<file path="src/rtl/ps2_command_tx.sv">
`timescale 1ns / 1ps
// ps2_command_tx: host-to-device PS/2 command transmitter.
// Inhibits the bus, issues a request-to-send, shifts one byte plus odd parity
// out on device-generated clock falls, then checks the device acknowledge.
// Lines are open-drain: *_oe = 1 pulls the corresponding pad low.
module ps2_command_tx #(
  parameter int INHIBIT_CYCLES       = 6000,
  parameter int START_TIMEOUT_CYCLES = 750000,
  parameter int XFER_TIMEOUT_CYCLES  = 100000,
  parameter int FILTER_CYCLES        = 8
) (
  input  logic       CLOCK_50,
  input  logic       reset,
  input  logic [7:0] the_command,
  input  logic       send_command,
  input  logic       ps2_clk_in,
  input  logic       ps2_dat_in,
  output logic       clk_oe,
  output logic       dat_oe,
  output logic       busy,
  output logic       command_was_sent,
  output logic       error_communication_timed_out,
  output logic       error_no_ack
);

  // One shared cycle counter covers inhibit, start timeout and transfer timeout,
  // since those phases never overlap; size it for the largest of the three.
  localparam int MAX_AB  = (INHIBIT_CYCLES > START_TIMEOUT_CYCLES) ? INHIBIT_CYCLES : START_TIMEOUT_CYCLES;
  localparam int MAX_CYC = (MAX_AB > XFER_TIMEOUT_CYCLES) ? MAX_AB : XFER_TIMEOUT_CYCLES;
  localparam int CNT_W   = $clog2(MAX_CYC + 1);
  localparam int FLT_W   = (FILTER_CYCLES > 1) ? $clog2(FILTER_CYCLES) : 1;

  localparam logic [CNT_W-1:0] CNT_MAX      = '1;
  localparam logic [CNT_W-1:0] INHIBIT_LAST = CNT_W'(INHIBIT_CYCLES - 1);
  localparam logic [CNT_W-1:0] START_LAST   = CNT_W'(START_TIMEOUT_CYCLES - 1);
  localparam logic [CNT_W-1:0] XFER_LAST    = CNT_W'(XFER_TIMEOUT_CYCLES - 1);
  localparam logic [FLT_W-1:0] FLT_LAST     = FLT_W'(FILTER_CYCLES - 1);

  typedef enum logic [3:0] {
    IDLE, INHIBIT, REQ, WAIT_START, XFER, ACK, WAIT_IDLE, ERR_TO, ERR_NACK
  } state_t;

  // Input conditioning: bit 0 = PS2_CLK, bit 1 = PS2_DAT
  logic [1:0]       sync1_reg, sync2_reg;
  logic             clk_sync, dat_sync;
  logic             filt_clk_reg;
  logic [FLT_W-1:0] filt_cnt_reg;
  logic             fall_reg;

  // Control state
  state_t           state_reg, state_next;
  logic [CNT_W-1:0] cnt_reg, cnt_next;
  logic [3:0]       bitcnt_reg, bitcnt_next;
  logic [7:0]       cmd_reg, cmd_next;
  logic             par_reg, par_next;

  // Registered outputs
  logic clk_oe_reg, clk_oe_next;
  logic dat_oe_reg, dat_oe_next;
  logic busy_reg, busy_next;
  logic sent_reg, sent_next;
  logic to_reg, to_next;
  logic nack_reg, nack_next;

  assign clk_sync = sync2_reg[0];
  assign dat_sync = sync2_reg[1];

  // Two-flop synchronisers; idle bus level is high
  always_ff @(posedge CLOCK_50) begin
    if (reset) begin
      sync1_reg <= 2'b11;
      sync2_reg <= 2'b11;
    end else begin
      sync1_reg <= {ps2_dat_in, ps2_clk_in};
      sync2_reg <= sync1_reg;
    end
  end

  // Glitch filter: the clock level only follows after FILTER_CYCLES equal samples
  always_ff @(posedge CLOCK_50) begin
    if (reset) begin
      filt_clk_reg <= 1'b1;
      filt_cnt_reg <= '0;
      fall_reg     <= 1'b0;
    end else begin
      fall_reg <= 1'b0;
      if (clk_sync == filt_clk_reg) begin
        filt_cnt_reg <= '0;
      end else if (filt_cnt_reg == FLT_LAST) begin
        filt_clk_reg <= clk_sync;
        filt_cnt_reg <= '0;
        fall_reg     <= ~clk_sync;
      end else begin
        filt_cnt_reg <= filt_cnt_reg + 1'b1;
      end
    end
  end

  // State, datapath and output registers
  always_ff @(posedge CLOCK_50) begin
    if (reset) begin
      state_reg  <= IDLE;
      cnt_reg    <= '0;
      bitcnt_reg <= '0;
      cmd_reg    <= '0;
      par_reg    <= 1'b0;
      clk_oe_reg <= 1'b0;
      dat_oe_reg <= 1'b0;
      busy_reg   <= 1'b0;
      sent_reg   <= 1'b0;
      to_reg     <= 1'b0;
      nack_reg   <= 1'b0;
    end else begin
      state_reg  <= state_next;
      cnt_reg    <= cnt_next;
      bitcnt_reg <= bitcnt_next;
      cmd_reg    <= cmd_next;
      par_reg    <= par_next;
      clk_oe_reg <= clk_oe_next;
      dat_oe_reg <= dat_oe_next;
      busy_reg   <= busy_next;
      sent_reg   <= sent_next;
      to_reg     <= to_next;
      nack_reg   <= nack_next;
    end
  end

  // Next-state and next-output logic; outputs are decoded from the next state
  // so every output is a flop and the pulses coincide with busy dropping.
  always_comb begin
    state_next  = state_reg;
    cnt_next    = (cnt_reg == CNT_MAX) ? cnt_reg : cnt_reg + 1'b1;
    bitcnt_next = bitcnt_reg;
    cmd_next    = cmd_reg;
    par_next    = par_reg;
    dat_oe_next = dat_oe_reg;
    sent_next   = 1'b0;

    case (state_reg)
      IDLE: begin
        cnt_next = '0;
        if (send_command) begin
          cmd_next   = the_command;
          par_next   = ~^the_command;
          state_next = INHIBIT;
        end
      end
      INHIBIT: begin
        if (cnt_reg == INHIBIT_LAST) begin
          state_next  = REQ;
          cnt_next    = '0;
          dat_oe_next = 1'b1;
        end
      end
      REQ: begin
        state_next = WAIT_START;
        cnt_next   = '0;
      end
      WAIT_START: begin
        if (fall_reg) begin
          dat_oe_next = ~cmd_reg[0];
          bitcnt_next = 4'd1;
          cnt_next    = '0;
          state_next  = XFER;
        end else if (cnt_reg == START_LAST) begin
          state_next = ERR_TO;
        end
      end
      XFER: begin
        if (fall_reg) begin
          bitcnt_next = bitcnt_reg + 4'd1;
          if (bitcnt_reg <= 4'd7) begin
            dat_oe_next = ~cmd_reg[bitcnt_reg[2:0]];
          end else if (bitcnt_reg == 4'd8) begin
            dat_oe_next = ~par_reg;
          end else begin
            // Releasing DAT drives the stop bit high
            dat_oe_next = 1'b0;
            state_next  = ACK;
          end
        end else if (cnt_reg == XFER_LAST) begin
          state_next = ERR_TO;
        end
      end
      ACK: begin
        if (fall_reg) begin
          state_next = dat_sync ? ERR_NACK : WAIT_IDLE;
        end else if (cnt_reg == XFER_LAST) begin
          state_next = ERR_TO;
        end
      end
      WAIT_IDLE: begin
        if (filt_clk_reg && dat_sync) begin
          sent_next  = 1'b1;
          state_next = IDLE;
        end else if (cnt_reg == XFER_LAST) begin
          state_next = ERR_TO;
        end
      end
      ERR_TO:   state_next = IDLE;
      ERR_NACK: state_next = IDLE;
      default:  state_next = IDLE;
    endcase

    // DAT is only ever pulled while requesting or shifting bits out
    if (!(state_next inside {REQ, WAIT_START, XFER})) begin
      dat_oe_next = 1'b0;
    end

    clk_oe_next = (state_next == INHIBIT) || (state_next == REQ);
    busy_next   = !(state_next inside {IDLE, ERR_TO, ERR_NACK});
    to_next     = (state_next == ERR_TO);
    nack_next   = (state_next == ERR_NACK);
  end

  assign clk_oe                        = clk_oe_reg;
  assign dat_oe                        = dat_oe_reg;
  assign busy                          = busy_reg;
  assign command_was_sent              = sent_reg;
  assign error_communication_timed_out = to_reg;
  assign error_no_ack                  = nack_reg;

endmodule

</file>
<file path="config.mk">
export PLATFORM = sky130hd
export DESIGN_NAME = ps2_command_tx
export DESIGN_NICKNAME = d
export VERILOG_FILES = /design/src/rtl/ps2_command_tx.sv
export SDC_FILE = /design/constraint.sdc
export NUM_CORES = 1
export LEC_CHECK = 0
export ABC_AREA = 1
export ABC_CLOCK_PERIOD_IN_PS = 5000
export BUFFER_PORTS_ARGS = -buffer_cell sky130_fd_sc_hd__buf_2
export CAP_MARGIN = 25
export CORE_ASPECT_RATIO = 1.25
export CORE_MARGIN = 2
export CORE_UTILIZATION = 60
export DETAILED_ROUTE_END_ITERATION = 7
export PLACE_DENSITY = 0.83
export SYNTH_ARGS = -nofsm -noshare
export SYNTH_HDL_FRONTEND = slang
export SYNTH_SLANG_ARGS = --single-unit
</file>
<file path="constraint.sdc">
create_clock -name CLOCK_50 -period 5 [get_ports CLOCK_50]
set_input_delay 0.5 -clock CLOCK_50 [delete_from_list [all_inputs] [get_ports CLOCK_50]]
set_output_delay 0.5 -clock CLOCK_50 [all_outputs]
set_load 0.05 [all_outputs]
</file>
# Yosys cells after proc, flatten, opt, wreduce, memory -nomap -nowiden
# Index checks and enable logic that the tools add are counted.
# totals
inputBits	13
ff_bits	52
out_inout_bits	6
elab_cells	98
# classes
bitwise	8
n_addsub	3
mux	28
n_reduce_logical	19
magnitude_cmp	2
eq_ne	22
# ops
operator	n
$mux W20	3
$pmux W20 S3	1
$mux W4	13
$eq A20 B20 Y1 const B	2
$pmux W4 S7	1
$add A20 B1 Y20 const B	1
$eq A20 B13 Y1 const B	1
$eq A20 B17 Y1 const B	1
$eq A4 B3 Y1 const B	5
$eq A4 B2 Y1 const B	4
$reduce_bool A3 Y1	3
$eq A4 B1 Y1 const B	2
$eq A4 B4 Y1 const B	2
$logic_not A4 Y1	2
$not A1 Y1	8
$pmux W4 S2	1
$reduce_xnor A8 Y1	1
$mux W1	7
$ne A2 B2 Y1 const B	3
$reduce_or A2 Y1	3
$reduce_or A3 Y1	2
$add A4 B1 Y4 const B	1
$le A4 B3 Y1 const B	1
$lt A3 B4 Y1 const B	1
12 further kinds	13

# Logic depth before layout (Yosys ltp)
# logic_depth
depth_word	9
mapped_depth	14
ltp_nobuf	13

# Worst setup path after synthesis
# OpenSTA, ideal clock, no wires.
# synth_path
path_type	flip-flop to flip-flop
from	register cnt_reg[0]
to	register busy_reg, in the netlist busy
setup_ns	0.118
period_less_slack_ns	1.629
stages_incl_launch_ff	12
t_required_ns	4.882
arrival_ns	1.512
slack_ns	3.371
n_path_buf	0
path_cell_list	dfxtp_1 ha_1 nand3_2 nor2_1 nand3_1 nand3_1 nand2_1 inv_1 nor2_1 inv_2 nor3_1 nor2_1
# synth_between
elab_chain_len	7
elab_cells_between_ends	16
cone_classes	5 x eq/ne; 8 x mux; 3 x reduce/logical
# synth_lines
item	line	rtl
start: declaration	52	logic [CNT_W-1:0] cnt_reg, cnt_next;
start signal: assignment	115	cnt_reg <= cnt_next;
$eq A20 B17 Y1 or $eq A20 B20 Y1 (tied branches)	--	
$mux W4, on equally long branches (2 in series)	--	
$pmux W4 S7 (*)	139	case (state_reg)
$eq A4 B3 Y1 (tied with other cells)	211	busy_next = !(state_next inside {IDLE, ERR_TO, ERR_NACK});
$reduce_bool A3 Y1 (*)	211	
$logic_not A1 Y1 (*)	211	
end signal: assignment	121	busy_reg <= busy_next;
end: declaration	60	logic busy_reg, busy_next;
# Every way passes the cells marked *; elsewhere a longest branch is shown, timed or not.
# A chain may end at the register's enable or synchronous reset.

# Worst setup path after layout
# layout_path
from	register cnt_reg[0]
to	register cnt_reg[7]
# layout_between
elab_chain_len	4
elab_cells_between_ends	7
cone_classes	1 x add/sub; 2 x eq/ne; 4 x mux
# layout_lines
item	line	rtl
$add A20 B1 Y20 or $eq A20 B20 Y1 (tied branches)	132	cnt_next = (cnt_reg == CNT_MAX) ? cnt_reg : cnt_reg + 1'b1;
$mux W20	132	
$mux W20, on equally long branches	160, 149	
$pmux W20 S3 (*)	139	
# Marks and branches as above.

==> key figures <==
Synth
  • Synthesized Nets: 423
  • Synth async-reset ratio: 0%
  • Total of flip-flops plus latches after synthesis: 52
  • Count of yosys warnings during synthesis: 0
  • Post-synth EDFFs: 0
  • Cells after Synth: 405
  • Post-synthesis instance area: around 2800 um2
  • Top flip-flop cell by instance count after synthesis: sky130_fd_sc_hd__dfxtp_1
  • Number of distinct library cells after synthesis: 38
  • Mean cell area of the mapped netlist: ~7.0 um2
  • Fraction of the yosys area taken by sequential cells: between 30% and 40%

Final layout
  • Layout fillers: between 300 and 400
  • Max FFs per register: 20
  • Final design utilization: slightly below 70%
  • Share of layout cells above drive strength 1: 13.2%
  • Top library cells by usage in the layout, fill and taps aside: sky130_fd_sc_hd__nor2_1, sky130_fd_sc_hd__nand2_1, sky130_fd_sc_hd__dfxtp_1
  • Final layout net count: around 440
  • Post-route standard cell area excluding fillers: ~3000 um2
  • Most common cell after layout, fill and taps aside: sky130_fd_sc_hd__nor2_1
  • Antenna diode count: 0
  • Area growth, synth to finish: 7.47%

Clocking
  • Post-cts hold buffer count: 0
  • TritonCTS clock tree: built
  • Worst-path clk slew: about 0.10 ns
  • Skew-Pair Late Insertion Delay: between 0.3 and 0.4 ns
  • Maximum count of clock buffers along a single path: 2
  • Number of post-CTS setup repair buffers: 0
  • Root Buffer Master: sky130_fd_sc_hd__clkbuf_8
  • CTS Buf Count: 5
  • Htree depth: 2
  • Number of gates given a new drive strength after cts: 0
  • Clock sink count: 52

Floorplan
  • Horizontal die dimension: 65.4 um
  • Initial Utilization: between 60% and 70%
  • Y dimension of the die: 80.8 um
  • Die area: approximately 5300 um2
  • Total core area: roughly 4500 um2
  • Std-Cell Rows: 27
  • # IOs: 19

Place
  • Number of buffer cells added on primary ports: 18
  • Placed standard-cell area: between 2000 and 3000 um2
  • Post-Place Worst Slack: around 2.8 ns
  • Routability congestion estimate from global placement: slightly below 1
  • Hpwl dp: around 4.7 mm

Detailed routing
  • Via total after detailed routing: 2691
  • Starting DRT DRC Count: 143
  • Drc violations: 0
  • Detailed-route wire length per cell: between 10 and 15 um
  • Average vias per placed instance: roughly 5.6
  • DRT Wirelength: ~6 mm
  • Detailed Routing Iterations Pass 1: 5
  • Count of antenna-violating nets left after detailed routing: 0

Critical path
  • Kind of start point of the critical path: flip-flop
  • Worst-path fanout max: 13
  • Critical path's largest stage delay: between 0.3 and 0.4 ns
  • Crit path cell chain: ha_1 > nand3_2 > nor2_1 > nand3_1 > nand2_1 > nand3_1 > nand2_1 > inv_1 > o21ai_0 > a31oi_1
  • Terminus of the critical flop-to-flop path: cnt_reg[7]$_SDFF_PP0_
  • Worst EP arrival: 2.38 ns
  • Register-to-register path setup slack: 2.81 ns
  • Crit path capture type: flip-flop
  • Reg-to-Reg Start: cnt_reg[0]$_SDFF_PP0_
  • Critical path start-end classification: flip-flop to flip-flop
  • Max stage delay cell, worst path: sky130_fd_sc_hd__dfxtp_1
  • Cell family with most CP delay: simple AND/OR/NAND/NOR gates
  • Data required time at the worst endpoint: between 5 and 6 ns
  • Buffering stage count on the worst path with inverters included: 1
  • Depth of the worst register-to-register path: 10

GRT
  • Maximum number of pins on one net before global-route repair: 20
  • Total track usage: 24.8%
  • Vias in the first global route: 2574
  • Antenna violations before repair: 0
  • Global-route wire length before repair: 10.4 mm
  • Residual overflow from global routing: 0

Power
  • Internal Dissipation: around 550 uW
  • Share of power burned in registers: roughly three fifths
  • Pwr Density: about 240 nW/um2
  • Maximum vdd ir drop: 170 uV
  • Share of power burned in combinational logic: 7.7%
  • Clock power share: 33.9%
  • Net switching power: approximately 190 uW
  • Leakage power: roughly 0.0013 uW
  • Net switching share of the total power: 25.9%

STA
  • Upper clock frequency limit: 456 MHz
  • Worst setup margin: approximately 2.8 ns
  • Final Cycle Share: between 40 and 50%
  • RSZ-0062 raised after global routing: false
  • Actual slew at the worst max-slew pin: between 0.4 and 0.5 ns
  • Worst setup skew after layout: 0.00937 ns
  • Final count of hold timing violations: 0
  • Total negative slack for setup checks: 0 ns
  • Final setup violation count: 0
  • Rel. slew slack: between 60% and 70%
  • Fin. max-slew vios: 0
  • Final worst path period need: 2.19 ns

Hold path
  • Hold Path End: sync1_reg[1]$_SDFF_PP1_
  • Hold Crit Depth: 2
  • HP Class: input pin to flip-flop
  • Worst hold path startpoint: ps2_dat_in

Flow run
  • Total of max-cap violations: 0

Status
  • Run status: complete, no violations
-- worst register-to-register path: stages (launching register included) --
cell and delay, ns:
sky130_fd_sc_hd__dfxtp_1 0.39, sky130_fd_sc_hd__ha_1 0.25, sky130_fd_sc_hd__nand3_2 0.24, sky130_fd_sc_hd__nor2_1 0.18, sky130_fd_sc_hd__nand3_1 0.09, sky130_fd_sc_hd__nand2_1 0.08, sky130_fd_sc_hd__nand3_1 0.06, sky130_fd_sc_hd__nand2_1 0.36
sky130_fd_sc_hd__inv_1 0.22, sky130_fd_sc_hd__o21ai_0 0.12, sky130_fd_sc_hd__a31oi_1 0.06
-- per-layer routing --
layer	vias up	wire [um]	GRT usage (%)
met4	0	226	12.5
li1	1360	-	-
met3	23	239	4.85
met2	75	3100	47.3
met5	-	0	0
met1	1233	2520	25.4
-- power groups by stage --
stage / Sequential, uW / Clock [uW] / Combinational [uW]
finish: 431 / 250 / 56.6
global route: 432 / 268 / 63.8
CTS: 431 / 250 / 56.9
detailed placement: 441 / 0 / 56.8
global placement: 440 / 0 / 55.7
floorplan: 444 / 0 / 37.7
-- kinds of logic after synthesis --
| family | count (synthesis) | share of synthesized area (%) |
|---|---|---|
| buffers and inverters | 62 | 8.75 |
| flip-flops | 52 | 36.8 |
| AO/OA/AOI/OAI | 59 | 11.1 |
| XOR/XNOR | 17 | 5.26 |
| AND/OR/NAND/NOR | 210 | 35.9 |
| adder cells (fa/ha/maj) | 5 | 2.21 |
-- cell type report --
class / count / area (um2) / area share [%]
Clock inverter: 3 / 21.3 / 0.699
Multi-Input combinational cell: 291 / 1540 / 50.7
Tap cell: 58 / 72.6 / 2.39
Clock buffer: 5 / 68.8 / 2.26
Timing Repair Buffer: 18 / 90.1 / 2.96
Sequential cell: 52 / 1040 / 34.2
Inverter: 55 / 206 / 6.79
-- synth_stat cells, types with 2 or more instances --
master / count / share of area (%)
sky130_fd_sc_hd__o21ai_1: 2 / 0.35
sky130_fd_sc_hd__nand2_2: 6 / 1.3
sky130_fd_sc_hd__xnor2_1: 9 / 2.8
sky130_fd_sc_hd__dfxtp_1: 52 / 37
sky130_fd_sc_hd__nor3_4: 2 / 1.1
sky130_fd_sc_hd__nand2_1: 60 / 8.0
sky130_fd_sc_hd__a21oi_1: 25 / 4.4
sky130_fd_sc_hd__nand4_1: 9 / 2.0
sky130_fd_sc_hd__nand4_2: 2 / 0.88
sky130_fd_sc_hd__nand3_1: 32 / 5.7
sky130_fd_sc_hd__ha_1: 5 / 2.2
sky130_fd_sc_hd__nor3_1: 16 / 2.8
sky130_fd_sc_hd__clkbuf_1: 2 / 0.27
sky130_fd_sc_hd__a31oi_1: 3 / 0.66
sky130_fd_sc_hd__clkinv_1: 2 / 0.27
sky130_fd_sc_hd__nor2_2: 3 / 0.66
sky130_fd_sc_hd__or2_2: 4 / 0.88
sky130_fd_sc_hd__nor2_1: 67 / 8.9
sky130_fd_sc_hd__o211ai_1: 3 / 0.80
sky130_fd_sc_hd__inv_2: 7 / 0.93
sky130_fd_sc_hd__inv_1: 46 / 6.1
sky130_fd_sc_hd__xor2_1: 8 / 2.5
sky130_fd_sc_hd__buf_2: 3 / 0.53
sky130_fd_sc_hd__o21ai_0: 22 / 3.9
sky130_fd_sc_hd__nor3_2: 2 / 0.71
-- per-stage QoR --
step / std cells / hold WS, ns / total power [uW]
after CTS: 482 / 0.365 / 738
final: 482 / 0.368 / 738
after global routing: 482 / 0.355 / 764
after global placement: 474 / 0.391 / 496
after detailed placement: 474 / 0.401 / 497
after floorplan: 405 / 0.389 / 482
-- how the worst max path moves through the flow --
stage,startpoint,end,depth (start not counted)
global placement,reset,cnt_reg[7]$_SDFF_PP0_,6
global route,cnt_reg[0]$_SDFF_PP0_,cnt_reg[7]$_SDFF_PP0_,10
floorplan,cnt_reg[0]$_SDFF_PP0_,busy$_SDFF_PP0_,11
detailed placement,reset,cnt_reg[2]$_SDFF_PP0_,6
finish,cnt_reg[0]$_SDFF_PP0_,cnt_reg[7]$_SDFF_PP0_,10
CTS,cnt_reg[0]$_SDFF_PP0_,cnt_reg[7]$_SDFF_PP0_,10
Note: power is estimated with default switching activity, not from simulation.
